==> src/rtl/mem_access_ctrl.sv <==
// Memory-stage load/store controller: one outstanding req/gnt/rvalid transaction,
// store lane placement with byte enables and load lane extraction with extension.
module mem_access_ctrl #(
   parameter int DATA_WIDTH = 32,
   parameter int ADDR_WIDTH = 32
) (
   input  logic                  clk_i,
   input  logic                  rst_i,
   input  logic                  ex_req_i,
   input  logic                  ex_we_i,
   input  logic [1:0]            ex_data_type_i,
   input  logic                  ex_sign_ext_i,
   input  logic [ADDR_WIDTH-1:0] ex_addr_i,
   input  logic [DATA_WIDTH-1:0] ex_wdata_i,
   input  logic [4:0]            ex_rd_addr_i,
   output logic                  ex_ready_o,
   output logic                  data_req_o,
   input  logic                  data_gnt_i,
   input  logic                  data_rvalid_i,
   output logic [ADDR_WIDTH-1:0] data_addr_o,
   output logic                  data_we_o,
   output logic [3:0]            data_be_o,
   output logic [DATA_WIDTH-1:0] data_wdata_o,
   input  logic [DATA_WIDTH-1:0] data_rdata_i,
   output logic                  wb_valid_o,
   output logic [DATA_WIDTH-1:0] wb_rdata_o,
   output logic [4:0]            wb_rd_addr_o,
   output logic                  misaligned_o
);

   typedef enum logic [1:0] {
      IDLE = 2'b00,
      REQ  = 2'b01,
      WAIT = 2'b10
   } state_t;

   state_t r_state;
   state_t w_state_next;

   logic                  w_accept;
   logic                  w_misaligned;
   logic [1:0]            w_offset;
   logic [3:0]            w_be;
   logic [DATA_WIDTH-1:0] w_wdata;
   logic [DATA_WIDTH-1:0] w_shifted;
   logic [DATA_WIDTH-1:0] w_ext;

   logic                  r_we;
   logic                  r_sign;
   logic [1:0]            r_type;
   logic [1:0]            r_offset;
   logic [4:0]            r_rd;
   logic [ADDR_WIDTH-1:0] r_addr;
   logic [3:0]            r_be;
   logic [DATA_WIDTH-1:0] r_wdata;
   logic                  r_wb_valid;
   logic [DATA_WIDTH-1:0] r_wb_rdata;
   logic [4:0]            r_wb_rd;
   logic                  r_misaligned;

   assign w_offset   = ex_addr_i[1:0];
   assign w_accept   = ex_req_i && (r_state == IDLE);
   assign ex_ready_o = (r_state == IDLE);
   assign data_req_o = (r_state == REQ);

   // Alignment check and store lane placement for the op presented by EX
   always_comb begin
      w_misaligned = 1'b0;
      w_be         = 4'b1111;
      w_wdata      = ex_wdata_i;
      case (ex_data_type_i)
         2'b01: begin
            w_misaligned = w_offset[0];
            w_wdata      = {2{ex_wdata_i[15:0]}};
            if (ex_we_i) w_be = 4'b0011 << w_offset;
            else         w_be = 4'b1111;
         end
         2'b10: begin
            w_wdata = {4{ex_wdata_i[7:0]}};
            if (ex_we_i) w_be = 4'b0001 << w_offset;
            else         w_be = 4'b1111;
         end
         default: begin
            // word and the reserved encoding share word behaviour
            w_misaligned = (w_offset != 2'b00);
         end
      endcase
   end

   // Load lane extraction and sign/zero extension of the returned word
   always_comb begin
      w_shifted = data_rdata_i >> {r_offset, 3'b000};
      case (r_type)
         2'b01: begin
            if (r_sign) w_ext = {{(DATA_WIDTH-16){w_shifted[15]}}, w_shifted[15:0]};
            else        w_ext = {{(DATA_WIDTH-16){1'b0}}, w_shifted[15:0]};
         end
         2'b10: begin
            if (r_sign) w_ext = {{(DATA_WIDTH-8){w_shifted[7]}}, w_shifted[7:0]};
            else        w_ext = {{(DATA_WIDTH-8){1'b0}}, w_shifted[7:0]};
         end
         default: w_ext = w_shifted;
      endcase
   end

   // FSM state register
   always_ff @(posedge clk_i) begin
      if (rst_i) r_state <= IDLE;
      else       r_state <= w_state_next;
   end

   // FSM next-state logic
   always_comb begin
      w_state_next = r_state;
      case (r_state)
         IDLE: begin
            if (w_accept && !w_misaligned) w_state_next = REQ;
            else                           w_state_next = IDLE;
         end
         REQ: begin
            if (data_gnt_i) w_state_next = WAIT;
            else            w_state_next = REQ;
         end
         WAIT: begin
            if (data_rvalid_i) w_state_next = IDLE;
            else               w_state_next = WAIT;
         end
         default: w_state_next = IDLE;
      endcase
   end

   // Transaction latches, writeback result and misalignment pulse
   always_ff @(posedge clk_i) begin
      if (rst_i) begin
         r_we         <= 1'b0;
         r_sign       <= 1'b0;
         r_type       <= 2'b00;
         r_offset     <= 2'b00;
         r_rd         <= 5'd0;
         r_addr       <= '0;
         r_be         <= 4'b0000;
         r_wdata      <= '0;
         r_wb_valid   <= 1'b0;
         r_wb_rdata   <= '0;
         r_wb_rd      <= 5'd0;
         r_misaligned <= 1'b0;
      end else begin
         r_wb_valid   <= 1'b0;
         r_misaligned <= 1'b0;
         if (w_accept && w_misaligned) begin
            r_misaligned <= 1'b1;
         end else if (w_accept) begin
            r_we     <= ex_we_i;
            r_sign   <= ex_sign_ext_i;
            r_type   <= ex_data_type_i;
            r_offset <= w_offset;
            r_rd     <= ex_rd_addr_i;
            r_addr   <= {ex_addr_i[ADDR_WIDTH-1:2], 2'b00};
            r_be     <= w_be;
            r_wdata  <= w_wdata;
         end
         // stores complete silently; only loads produce a writeback pulse
         if ((r_state == WAIT) && data_rvalid_i && !r_we) begin
            r_wb_valid <= 1'b1;
            r_wb_rdata <= w_ext;
            r_wb_rd    <= r_rd;
         end
      end
   end

   assign data_addr_o  = r_addr;
   assign data_we_o    = r_we;
   assign data_be_o    = r_be;
   assign data_wdata_o = r_wdata;
   assign wb_valid_o   = r_wb_valid;
   assign wb_rdata_o   = r_wb_rdata;
   assign wb_rd_addr_o = r_wb_rd;
   assign misaligned_o = r_misaligned;

endmodule
==> config.mk <==
export PLATFORM = sky130hd
export DESIGN_NAME = mem_access_ctrl
export DESIGN_NICKNAME = d
export VERILOG_FILES = /design/src/rtl/mem_access_ctrl.sv
export SDC_FILE = /design/constraint.sdc
export NUM_CORES = 1
export LEC_CHECK = 0
export ABC_AREA = 1
export BUFFER_PORTS_ARGS = -buffer_cell sky130_fd_sc_hd__buf_2
export CAP_MARGIN = 20
export CELL_PAD_IN_SITES_DETAIL_PLACEMENT = 0
export CELL_PAD_IN_SITES_GLOBAL_PLACEMENT = 1
export CORE_MARGIN = 2
export CORE_UTILIZATION = 36
export DETAILED_ROUTE_END_ITERATION = 7
export GPL_ROUTABILITY_DRIVEN = 0
export PLACE_DENSITY = 0.9
export REMOVE_ABC_BUFFERS = 1
export SLEW_MARGIN = 10
export SYNTH_ARGS = -nofsm -noshare
export SYNTH_HDL_FRONTEND = slang
export SYNTH_SLANG_ARGS = --single-unit
export TNS_END_PERCENT = 100
==> constraint.sdc <==
create_clock -name clk_i -period 3.35 [get_ports clk_i]
set_input_delay 0.67 -clock clk_i [delete_from_list [all_inputs] [get_ports clk_i]]
set_output_delay 0.67 -clock clk_i [all_outputs]
set_load 0.05 [all_outputs]
==> impl_metrics.json <==
{
  "whs_ns": 0.464,
  "worstReg2RegStart": "r_type[0]",
  "crit_arrival_ns": 2.58,
  "reg2reg_to": "wb_rdata_o[29]",
  "grt_max_degree": 73,
  "critPathBufInv": 4,
  "wl_met3_mm": 1.27,
  "antenna_found_initial": 0,
  "ys_warn_count": 0,
  "ant_nets": 0,
  "worstHoldStart": "data_wdata_o[20]",
  "io_buffers": 217,
  "total_power_w": 0.00428,
  "max_freq_mhz": 448,
  "grt_pass1_vias": 5251,
  "via_per_inst": 4.72,
  "r2r_cells": 9,
  "syn_avg_cell_area_um2": 6.70,
  "vias": 5795,
  "die_area_mm2": 0.0166,
  "fin_crit_sh_pct": 66.6,
  "first_iter_violations": 357,
  "antenna_cells": 0,
  "status": "complete, no violations",
  "setup_viol": 0,
  "maxCapViolCount": 0,
  "yosys-top-cells-area": "dfxtp_1 42%, nor2_1 14%, nand2_1 12%, o21ai_0 5.8%, nand3_1 4.6%",
  "powerDensity_mw_per_mm2": 593,
  "syn_inst": 839,
  "synth_top_flop_cell": "dfxtp_1",
  "cts_tree": "built",
  "pre_cts_ws_ns": 0.699,
  "max_slew_margin_pct": 51.6,
  "rsz0062_at_grt": "false",
  "placed_cells": 1197,
  "crit_path_start_kind": "input pin",
  "setup_tns_ns": 0,
  "dr.pass1.iters": 4,
  "regArea_mm2": 0.00236,
  "cp_common_cell": "nand2_2",
  "synth_top_cell_area_share_pct": 42.0,
  "area_growth_pct": 28.5,
  "yosysMostFrequentCell": "nor2_1",
  "clock-sinks": 118,
  "fillerInstances": 1644,
  "die_w_um": 129,
  "tightest_slew_ns": 0.726,
  "dr.max_layer_used": "met4",
  "peakVddDrop_v": 0.000327,
  "rows": 45,
  "ctsResizeCount": 0,
  "slowest_stage": "buf_4",
  "multiInputGateArea_mm2": 0.00268,
  "drc_errors": 0,
  "cp_top_family": "buffers and inverters",
  "cts_made_buffers": 17,
  "htreeDepth": 4,
  "intPower_w": 0.00287,
  "clk-insertion-delay-late_ns": 0.41,
  "initial_core_util_pct": 37.0,
  "whs_endpoint": "data_wdata_o[20]",
  "dp_hpwl_mm": 11.0,
  "p_leak_nw": 3.75,
  "hold_viol_final": 0,
  "synth-edff-count": 0,
  "path_clk_slew_ns": 0.06,
  "min_path_type": "flop to flop",
  "layout-drive-gt1-share_pct": 26.1,
  "timing.reg2reg.setup_slack_ns": 1.49,
  "seqPwrFrac_pct": 36.2,
  "power.switching_w": 0.00141,
  "postCtsHoldBufs": 0,
  "crit_path_end_kind": "flop",
  "met2_length_mm": 7.23,
  "path_class": "input pin to flop",
  "critical-path-max-stage-delay_ns": 0.60,
  "wirelength_mm": 16.3,
  "finalWorstSetupSlack_ns": 1.12,
  "die_h_um": 129,
  "overflow": 0,
  "wl_met1_mm": 7.63,
  "pwr-share-comb_pct": 22.4,
  "cts_buffer_depth": 2,
  "clock-root-buffer": "clkbuf_16",
  "required_ns": 3.70,
  "grt_pass1_wl_mm": 26.1,
  "syn-cell-area_mm2": 0.00562,
  "yosysTopAreaCell": "dfxtp_1",
  "io_pins": 220,
  "slew_violations": 0,
  "core_mm2": 0.0152,
  "synth_cell_types": 28,
  "critPathMaxFanout": 62,
  "holdPathStages": 2,
  "fin_crit_ns": 2.23,
  "path_cells": "buf_2 -> inv_1 -> ha_1 -> inv_2 -> nand2_2 -> nand2_2 -> nand2_4 -> buf_4 -> o21ai_0 -> nor2_1",
  "async_flop_share_pct": 0,
  "swShare_pct": 33.0,
  "nNetsFinal": 1147,
  "finalNonFillerCells": 1229,
  "wl_per_cell_um": 13.3,
  "synth_common_cells": "208 x nor2_1, 177 x nand2_1, 118 x dfxtp_1",
  "pwr-share-clk_pct": 41.4,
  "postCtsSetupBuffers": 0,
  "synth_seq_cells": 118,
  "synth-seq-area-share_pct": 42.0,
  "track_usage_pct": 19.8,
  "skew_ns": 0.00668
}
power groups by stage:
stage	Combinational, W	Clock (W)	Sequential, W
global route	0.00105	0.00187	0.00156
CTS	0.000963	0.00181	0.00155
detailed placement	0.000960	0	0.00158
finish	0.000958	0.00177	0.00155
global placement	0.000957	0	0.00158
floorplan	0.000359	0	0.00189
sequential cells by signal, summed over array words and instances, names as in the netlist:
name,flops
r_type,2
wb_valid_o,1
data_be_o,4
data_addr_o,30
r_state,2
wb_rdata_o,32
r_rd,5
wb_rd_addr_o,5
data_wdata_o,32
data_we_o,1
r_offset,2
misaligned_o,1
r_sign,1
metrics by stage:
stage	cell area [um^2]	utilization, %
finish	7220	47.5
global route	7220	47.5
CTS	7220	47.5
detailed placement	6650	43.7
global placement	6650	43.7
floorplan	5250	-
routing by layer:
layer,global-route usage [%],vias to the layer above
met5,0,-
met4,7.03,0
met3,5.95,13
met2,31.6,191
met1,25.6,2563
li1,-,3028
worst max-delay path by stage:
stage	slack, ns	cells past startpoint	start	to
2_1_floorplan	0.55	9	ex_data_type_i[0]	data_wdata_o[10]
4_1_cts	1.13	10	ex_data_type_i[0]	data_wdata_o[21]
3_5_place_dp	0.70	10	ex_data_type_i[0]	r_rd[2]
5_1_grt	0.84	10	ex_data_type_i[0]	data_wdata_o[18]
6_report	1.12	10	ex_data_type_i[0]	r_rd[2]
3_3_place_gp	0.75	10	ex_data_type_i[0]	r_rd[3]
placed cells by master, fill, tap and decap left out, drive strengths merged:
cell type / instances
buf: 225
nor2: 209
nand2: 183
dfxtp: 118
o21ai: 101
inv: 55
nand3: 53
a21oi: 42
clkbuf: 20
ha: 9
nor3: 8
clkinvlp: 5
clkinv: 5
conb: 2
bufinv: 2
nor3b: 1
a21boi: 1
o22ai: 1
or2: 1
worst reg2reg max path: stages (launching register included):
cell and delay [ns]:
dfxtp_1 0.33, inv_1 0.06, ha_1 0.34, inv_1 0.08
nand2_1 0.05, nor2_1 0.15, nand3_2 0.43, nand3_1 0.26
nand2_1 0.06, inv_1 0.04
layout make-up:
class,count,share of cell area (%)
clock buffers,20,6.18
well taps,188,3.26
clock inverters,12,1.80
multi-input cells,611,37.1
repair buffers,225,16.0
flip-flops and latches,118,32.7
inverters,55,2.93
logic make-up (layout without fill, tap and decap cells):
logic type	after synthesis	after routing	share of synthesized area, %
AOI/OAI and AO/OA	145	145	13.0
adders and majority gates	9	9	2.00
buffers and inverters	111	312	10.4
and+or+nand+nor	455	455	32.6
other	1	2	0.0667
DFF	118	118	42.0
Note: power is estimated with default switching activity, not from simulation.
